==> config.mk <==
export PLATFORM = sky130hd
export DESIGN_NAME = alu_seq_ctrl_flat
export DESIGN_NICKNAME = d
export VERILOG_FILES = /design/src/rtl/alu_seq_pkg.sv /design/src/rtl/alu_seq_ctrl_if.sv /design/src/rtl/alu_seq_ctrl_slice4.sv /design/src/rtl/alu_seq_ctrl.sv /design/src/flat_wrapper.sv
export SDC_FILE = /design/constraint.sdc
export NUM_CORES = 1
export LEC_CHECK = 0
export ABC_CLOCK_PERIOD_IN_PS = 4050
export CORE_MARGIN = 4
export CORE_UTILIZATION = 25
export DETAILED_ROUTE_END_ITERATION = 8
export SETUP_SLACK_MARGIN = 0.1
export SYNTH_ARGS = -nofsm -noshare
export SYNTH_HDL_FRONTEND = slang
export SYNTH_SLANG_ARGS = --single-unit
==> constraint.sdc <==
create_clock -name hz100 -period 4.05 [get_ports hz100]
set_clock_uncertainty 0.2 [all_clocks]
set_input_delay 1.215 -clock hz100 [delete_from_list [all_inputs] [get_ports hz100]]
set_output_delay 1.215 -clock hz100 [all_outputs]
set_load 0.02 [all_outputs]
==> src/rtl/alu_seq_pkg.sv <==
// Shared types for the nibble-serial ALU controller: opcodes, FSM states, flag bundle.
package alu_seq_pkg;

  localparam int NIB_W = 4;

  typedef enum logic [2:0] {
    OP_ADD = 3'd0,
    OP_SUB = 3'd1,
    OP_NOT = 3'd2,
    OP_AND = 3'd3,
    OP_OR  = 3'd4,
    OP_XOR = 3'd5,
    OP_SHL = 3'd6,
    OP_SHR = 3'd7
  } op_e;

  typedef enum logic [1:0] {
    ST_IDLE   = 2'd0,
    ST_SLICE1 = 2'd1,
    ST_SLICE2 = 2'd2,
    ST_DONE   = 2'd3
  } state_e;

  typedef struct packed {
    logic z;
    logic n;
    logic v;
    logic c;
  } flags_t;

endpackage

==> src/rtl/alu_seq_ctrl_if.sv <==
// Command/result handshake bundle for alu_seq_ctrl.
// cmd_use_acc exists only when ALU_SEQ_ACC_EN is defined.
interface alu_seq_ctrl_if;
  logic       cmd_valid;
  logic       cmd_ready;
  logic [2:0] cmd_op;
  logic [7:0] cmd_a;
  logic [7:0] cmd_b;
`ifdef ALU_SEQ_ACC_EN
  logic       cmd_use_acc;
`endif
  logic       res_valid;
  logic       res_ready;
  logic [7:0] res_data;
  logic [3:0] res_flags;
  logic       res_err;
  logic       busy;

  modport master (
    output cmd_valid, cmd_op, cmd_a, cmd_b,
`ifdef ALU_SEQ_ACC_EN
    output cmd_use_acc,
`endif
    output res_ready,
    input  cmd_ready, res_valid, res_data, res_flags, res_err, busy
  );

  modport slave (
    input  cmd_valid, cmd_op, cmd_a, cmd_b,
`ifdef ALU_SEQ_ACC_EN
    input  cmd_use_acc,
`endif
    input  res_ready,
    output cmd_ready, res_valid, res_data, res_flags, res_err, busy
  );
endinterface

==> src/rtl/alu_seq_ctrl_slice4.sv <==
// Combinational 4-bit ALU slice. For shifts, cin is the bit shifted in and
// cout the bit shifted out, so two chained passes form an 8-bit shift.
module alu_slice4
  import alu_seq_pkg::*;
(
  input  logic [NIB_W-1:0] a,
  input  logic [NIB_W-1:0] b,
  input  op_e              op,
  input  logic             cin,
  output logic [NIB_W-1:0] y,
  output logic             cout
);

  always_comb begin
    y    = '0;
    cout = 1'b0;
    case (op)
      OP_ADD: {cout, y} = {1'b0, a} + {1'b0, b} + {{NIB_W{1'b0}}, cin};
      OP_SUB: {cout, y} = {1'b0, a} + {1'b0, ~b} + {{NIB_W{1'b0}}, cin};
      OP_NOT: y = ~a;
      OP_AND: y = a & b;
      OP_OR:  y = a | b;
      OP_XOR: y = a ^ b;
      OP_SHL: begin
        y    = {a[NIB_W-2:0], cin};
        cout = a[NIB_W-1];
      end
      OP_SHR: begin
        y    = {cin, a[NIB_W-1:1]};
        cout = a[0];
      end
      default: begin
        y    = '0;
        cout = 1'b0;
      end
    endcase
  end

endmodule

==> src/rtl/alu_seq_ctrl.sv <==
// Sequencer running 8-bit ALU ops as two passes through one 4-bit slice.
// Optional accumulator operand enabled by defining ALU_SEQ_ACC_EN.
//
// state     | meaning
// ----------+--------------------------------------------------------
// ST_IDLE   | ready for a command
// ST_SLICE1 | first nibble (high nibble for SHR, else low)
// ST_SLICE2 | second nibble, carry chained from SLICE1; result latched
// ST_DONE   | result held until res_ready
module alu_seq_ctrl
  import alu_seq_pkg::*;
#(
  parameter logic [7:0] MASK_OPS = 8'hFF
) (
  input  logic hz100,
  input  logic reset_n,
  alu_seq_ctrl_if.slave bus
);

  state_e           state, state_nx;
  op_e              op_q;
  logic [7:0]       a_q, b_q, op_a, res_q, res_full;
  logic [NIB_W-1:0] y1_q, s_a, s_b, s_y;
  logic             c1_q, s_cin, s_cout;
  logic             err_q, accept, legal, pass2, take_hi, hi_first;
  flags_t           flags_q, flags_nx;
`ifdef ALU_SEQ_ACC_EN
  logic [7:0]       acc_q;
`endif

  assign accept = bus.cmd_valid && (state == ST_IDLE);
  assign legal  = MASK_OPS[bus.cmd_op];

`ifdef ALU_SEQ_ACC_EN
  assign op_a = bus.cmd_use_acc ? acc_q : bus.cmd_a;
`else
  assign op_a = bus.cmd_a;
`endif

  always_ff @(posedge hz100 or negedge reset_n) begin
    if (!reset_n) state <= ST_IDLE;
    else          state <= state_nx;
  end

  always_comb begin
    state_nx = state;
    case (state)
      ST_IDLE:   if (bus.cmd_valid) state_nx = legal ? ST_SLICE1 : ST_DONE;
      ST_SLICE1: state_nx = ST_SLICE2;
      ST_SLICE2: state_nx = ST_DONE;
      ST_DONE:   if (bus.res_ready) state_nx = ST_IDLE;
      default:   state_nx = ST_IDLE;
    endcase
  end

  always_comb begin
    bus.cmd_ready = (state == ST_IDLE);
    bus.busy      = (state != ST_IDLE);
    bus.res_valid = (state == ST_DONE);
  end

  // SHR walks high-to-low so the bit crossing the nibble boundary flows via carry
  assign hi_first = (op_q == OP_SHR);
  assign pass2    = (state == ST_SLICE2);
  assign take_hi  = hi_first ^ pass2;
  assign s_a      = take_hi ? a_q[7:4] : a_q[3:0];
  assign s_b      = take_hi ? b_q[7:4] : b_q[3:0];
  assign s_cin    = pass2 ? c1_q : (op_q == OP_SUB);
  assign res_full = hi_first ? {y1_q, s_y} : {s_y, y1_q};

  alu_slice4 u_slice (
    .a    (s_a),
    .b    (s_b),
    .op   (op_q),
    .cin  (s_cin),
    .y    (s_y),
    .cout (s_cout)
  );

  always_comb begin
    flags_nx.z = (res_full == 8'h00);
    flags_nx.n = res_full[7];
    flags_nx.c = s_cout;
    case (op_q)
      OP_ADD:  flags_nx.v = (a_q[7] == b_q[7]) && (res_full[7] != a_q[7]);
      OP_SUB:  flags_nx.v = (a_q[7] != b_q[7]) && (res_full[7] != a_q[7]);
      default: flags_nx.v = 1'b0;
    endcase
  end

  always_ff @(posedge hz100 or negedge reset_n) begin
    if (!reset_n) begin
      op_q    <= OP_ADD;
      a_q     <= '0;
      b_q     <= '0;
      y1_q    <= '0;
      c1_q    <= 1'b0;
      res_q   <= '0;
      flags_q <= '0;
      err_q   <= 1'b0;
    end else begin
      if (accept) begin
        op_q    <= op_e'(bus.cmd_op);
        a_q     <= op_a;
        b_q     <= bus.cmd_b;
        res_q   <= '0;
        flags_q <= '0;
        err_q   <= !legal;
      end
      if (state == ST_SLICE1) begin
        y1_q <= s_y;
        c1_q <= s_cout;
      end
      if (state == ST_SLICE2) begin
        res_q   <= res_full;
        flags_q <= flags_nx;
      end
    end
  end

`ifdef ALU_SEQ_ACC_EN
  always_ff @(posedge hz100 or negedge reset_n) begin
    if (!reset_n)                                 acc_q <= '0;
    else if ((state == ST_DONE) && bus.res_ready) acc_q <= res_q;
  end
`endif

  assign bus.res_data  = res_q;
  assign bus.res_flags = flags_q;
  assign bus.res_err   = err_q;

endmodule

==> src/flat_wrapper.sv <==
// flat-port wrapper written by rule: the top's interface ports become plain ports
module alu_seq_ctrl_flat import alu_seq_pkg::*;
#(
  parameter logic [7:0] MASK_OPS = 8'hFF
)
  (hz100, reset_n, bus_cmd_valid, bus_cmd_op, bus_cmd_a, bus_cmd_b, bus_res_ready, bus_cmd_ready, bus_res_valid, bus_res_data, bus_res_flags, bus_res_err, bus_busy);
  alu_seq_ctrl_if bus_i ();
  input  logic hz100;
  input  logic reset_n;
  input wire logic [$bits(bus_i.cmd_valid)-1:0] bus_cmd_valid;
  input wire logic [$bits(bus_i.cmd_op)-1:0] bus_cmd_op;
  input wire logic [$bits(bus_i.cmd_a)-1:0] bus_cmd_a;
  input wire logic [$bits(bus_i.cmd_b)-1:0] bus_cmd_b;
  input wire logic [$bits(bus_i.res_ready)-1:0] bus_res_ready;
  output wire logic [$bits(bus_i.cmd_ready)-1:0] bus_cmd_ready;
  output wire logic [$bits(bus_i.res_valid)-1:0] bus_res_valid;
  output wire logic [$bits(bus_i.res_data)-1:0] bus_res_data;
  output wire logic [$bits(bus_i.res_flags)-1:0] bus_res_flags;
  output wire logic [$bits(bus_i.res_err)-1:0] bus_res_err;
  output wire logic [$bits(bus_i.busy)-1:0] bus_busy;
  assign bus_i.cmd_valid = bus_cmd_valid;
  assign bus_i.cmd_op = bus_cmd_op;
  assign bus_i.cmd_a = bus_cmd_a;
  assign bus_i.cmd_b = bus_cmd_b;
  assign bus_i.res_ready = bus_res_ready;
  assign bus_cmd_ready = bus_i.cmd_ready;
  assign bus_res_valid = bus_i.res_valid;
  assign bus_res_data = bus_i.res_data;
  assign bus_res_flags = bus_i.res_flags;
  assign bus_res_err = bus_i.res_err;
  assign bus_busy = bus_i.busy;
  alu_seq_ctrl #(.MASK_OPS(MASK_OPS)) u_core (.hz100(hz100), .reset_n(reset_n), .bus(bus_i));
endmodule
==> results.sh <==
export IMPL_stdcell_area_sq_um=3267
export IMPL_grt_pass1_vias=1998
export IMPL_port_buffer_count=37
export IMPL_path_clk_slew_ps=80
export IMPL_cp_data_required_time_ps=4030
export IMPL_grt_usage_pct=10.11
export IMPL_rr_endpoint="u_core.bus.res_flags[1]"
export IMPL_area_growth_pct=23.39
export IMPL_synth_cell_types=55
export IMPL_startpoint="u_core.state[0]"
export IMPL_wl_per_cell_um=14.15
export IMPL_synth_seq_cells=37
export IMPL_vias=2004
export IMPL_synth_top_family_by_area="multiplexers"
export IMPL_synth_xor_area_share_pct=2.268
export IMPL_cts_sinks=37
export IMPL_grt_max_degree=38
export IMPL_hold_viol=0
export IMPL_cts_buffer_depth=2
export IMPL_drv_slew=0
export IMPL_grt_pass1_wl_um=10290
export IMPL_h_tree_depth=2
export IMPL_globalRouteOverflowTotal=0
export IMPL_grt_setup_unrepaired="no"
export IMPL_synth_area_mux_share_pct=19.23
export IMPL_insertion_delay_ps=290
export IMPL_end_kind="flip-flop"
export IMPL_synth_simple_area_share_pct=12.57
export IMPL_fp_dieH_um=110.9
export IMPL_final_period_utilization_pct=90.76
export IMPL_tightest_slew_ps=878.2
export IMPL_fin_crit_ps=3676
export IMPL_avgViaCountPerCell=4.607
export IMPL_synthFlopType="dfrtp_1"
export IMPL_drtPass1Iterations=4
export IMPL_setup_violations=0
export IMPL_hpwl_um=4836
export IMPL_status="completed"
export IMPL_antenna_found_initial=0
export IMPL_diodes=0
export IMPL_async_flop_share_pct=100.0
export IMPL_drtIter0Drc=83
export IMPL_synth_warning_count=0
export IMPL_hold_class="flip-flop to flip-flop"
export IMPL_regToRegSetupSlack_ps=370
export IMPL_num_nets_final=344
export IMPL_die_x_um=110.9
export IMPL_tritoncts="built"
export IMPL_die_area_sq_um=12300
export IMPL_post_cts_buffers=0
export IMPL_ys_seq_area_share_pct=34.97
export IMPL_rows=37
export IMPL_fin_setup_tns_ps=0
export IMPL_synthesis_area_sq_um=2648
export IMPL_path_class="flip-flop to flip-flop"
export IMPL_worst_setup_path_start_kind="flip-flop"
export IMPL_synth_compound_area_share_pct=12.90
export IMPL_synth_edff_count=0
export IMPL_holdBufCountCts=0
export IMPL_clock_tree_root_cell="clkbuf_8"
export IMPL_synthesis_nets=309
export IMPL_cp_endpoint="u_core.bus.res_flags[1]"
export IMPL_cts_resized=0
export IMPL_rr_startpoint="u_core.state[0]"
export IMPL_critPathMaxFanout=6
export IMPL_gp_congestion=0.9680
export IMPL_routed_wl_um=6157
export IMPL_max_slew_margin_pct=41.45
export IMPL_reg2reg_depth=12
export IMPL_fmax_ghz=0.2721
export IMPL_io_pin_count=39
export IMPL_postLayoutCoreUtil_pct=31.64
export IMPL_ant_nets=0
export IMPL_syn_avg_cell_area_sq_um=10.07
export IMPL_netlist_instances=263
export IMPL_initial_utilization_pct=25.65
export IMPL_maxCapViolations=0
export IMPL_numCtsBuffers=5
export IMPL_coreArea_sq_um=10320
export IMPL_arrival_ps=3650
export IMPL_synthAdderAreaFrac_pct=12.00
export IMPL_placed_area_sq_um=3174
export IMPL_drc=0
export IMPL_drive_gt1_share_pct=19.06
## cells in the mapped netlist (2+ instances only)
cell type / number / area (sq um)
a21o_1: 3 / 22.52
nor4_1: 3 / 18.77
nand2b_1: 4 / 25.02
nand3b_1: 3 / 22.52
mux2_2: 29 / 326.6
xnor2_1: 3 / 26.28
nor2_1: 9 / 33.78
nor2b_1: 9 / 56.30
a41oi_1: 2 / 17.52
xor2_1: 2 / 17.52
buf_2: 8 / 40.04
o21ai_0: 11 / 55.05
inv_1: 17 / 63.81
a22o_1: 2 / 17.52
fa_1: 4 / 80.08
a31oi_1: 6 / 37.54
nor3_1: 2 / 10.01
nand2_1: 24 / 90.09
dfrtp_1: 37 / 925.9
ha_1: 19 / 237.7
mux2i_1: 16 / 160.2
nand4_1: 2 / 12.51
nand3_1: 2 / 10.01
buf_1: 2 / 7.510
buf_4: 3 / 22.52
a21oi_1: 7 / 35.03
o21bai_1: 2 / 15.01
clkbuf_1: 5 / 18.77
## flip-flops by register name, summed over array words and instances (netlist names)
signal,cells
u_core.a_q,8
u_core.b_q,8
u_core.bus.res_data,8
u_core.bus.res_flags,3
u_core.c1_q,1
u_core.op_q,3
u_core.state,2
u_core.y1_q,4
## worst min-delay path by stage
| stage | from | endpoint | slack, ps | cells past startpoint |
|---|---|---|---|---|
| 4_1_cts | u_core.b_q[2] | u_core.b_q[2] | 310 | 1 |
| 5_1_grt | u_core.b_q[2] | u_core.b_q[2] | 330 | 1 |
| 6_report | u_core.b_q[3] | u_core.b_q[3] | 310 | 1 |
| 3_5_place_dp | u_core.b_q[2] | u_core.b_q[2] | 290 | 1 |
| 2_1_floorplan | u_core.b_q[2] | u_core.b_q[2] | 270 | 1 |
| 3_3_place_gp | u_core.b_q[1] | u_core.b_q[1] | 280 | 1 |
## layer usage
| layer | track usage, % | share of wire, % | vias up | wire length, um |
|---|---|---|---|---|
| met1 | 14.01 | 49 | 967 | 3000 |
| met3 | 2.729 | 4.4 | 6 | 270 |
| met4 | 1.478 | 1.0 | 0 | 64 |
| li1 | - | - | 988 | - |
| met2 | 16.14 | 46 | 43 | 2821 |
| met5 | 0 | 0 | - | 0 |
## cells by family (layout without fill, tap and decap cells)
family | after synthesis | after routing
other cells | 1 | 1
compound gates | 49 | 49
mux | 46 | 46
simple gates | 65 | 65
flops | 37 | 37
buf+inv | 36 | 72
fa+ha+maj | 23 | 23
xor+xnor | 6 | 6
## critical path, stage by stage, from the launching register on
cell      delay (ps)
dfrtp_1          400
inv_1             80
ha_1             300
xnor2_2          220
buf_4            210
mux2_2           410
ha_1             340
nor2b_1          140
o21ai_0          310
nor4b_1          320
a311oi_1         110
a21o_1           240
a221o_1          290
## per-stage QoR
stage	setup slack (ps)	instances	hold slack, ps
detailed placement	334.0	427	291.3
floorplan	236.1	263	273.7
CTS	310.5	435	311.6
global route	112.1	435	325.2
finish	374.4	435	310.0
global placement	418.3	427	284.4
## cell type report
cell class	count	area, sq um
multi-input combinational	190	1572
clock buffer	5	68.82
fill	1101	7057
tap	136	170.2
clock inverter	3	17.52
sequential	37	925.9
inverter	18	67.56
timing repair buffer	46	445.4
## layout by cell type (no fill, tap or decap), types with 3 or more instances in the layout
master           instances
o21ai_0                 11
fa_1                     4
a31oi_1                  5
dfrtp_1                 37
mux2i_1                 16
clkbuf_8                 5
a21o_1                   3
a21oi_1                  7
mux2_2                  29
ha_1                    19
xnor2_1                  3
nand2b_1                 4
clkdlybuf4s50_1         36
nor2_1                   9
buf_4                    8
nor4_1                   3
nand2_1                 24
nor2b_1                  9
inv_1                   17
nand3b_1                 3
Power is left out: the tool's default activity adds up to more than one toggle a clock period on the data nets, which glitch-free logic cannot reach.
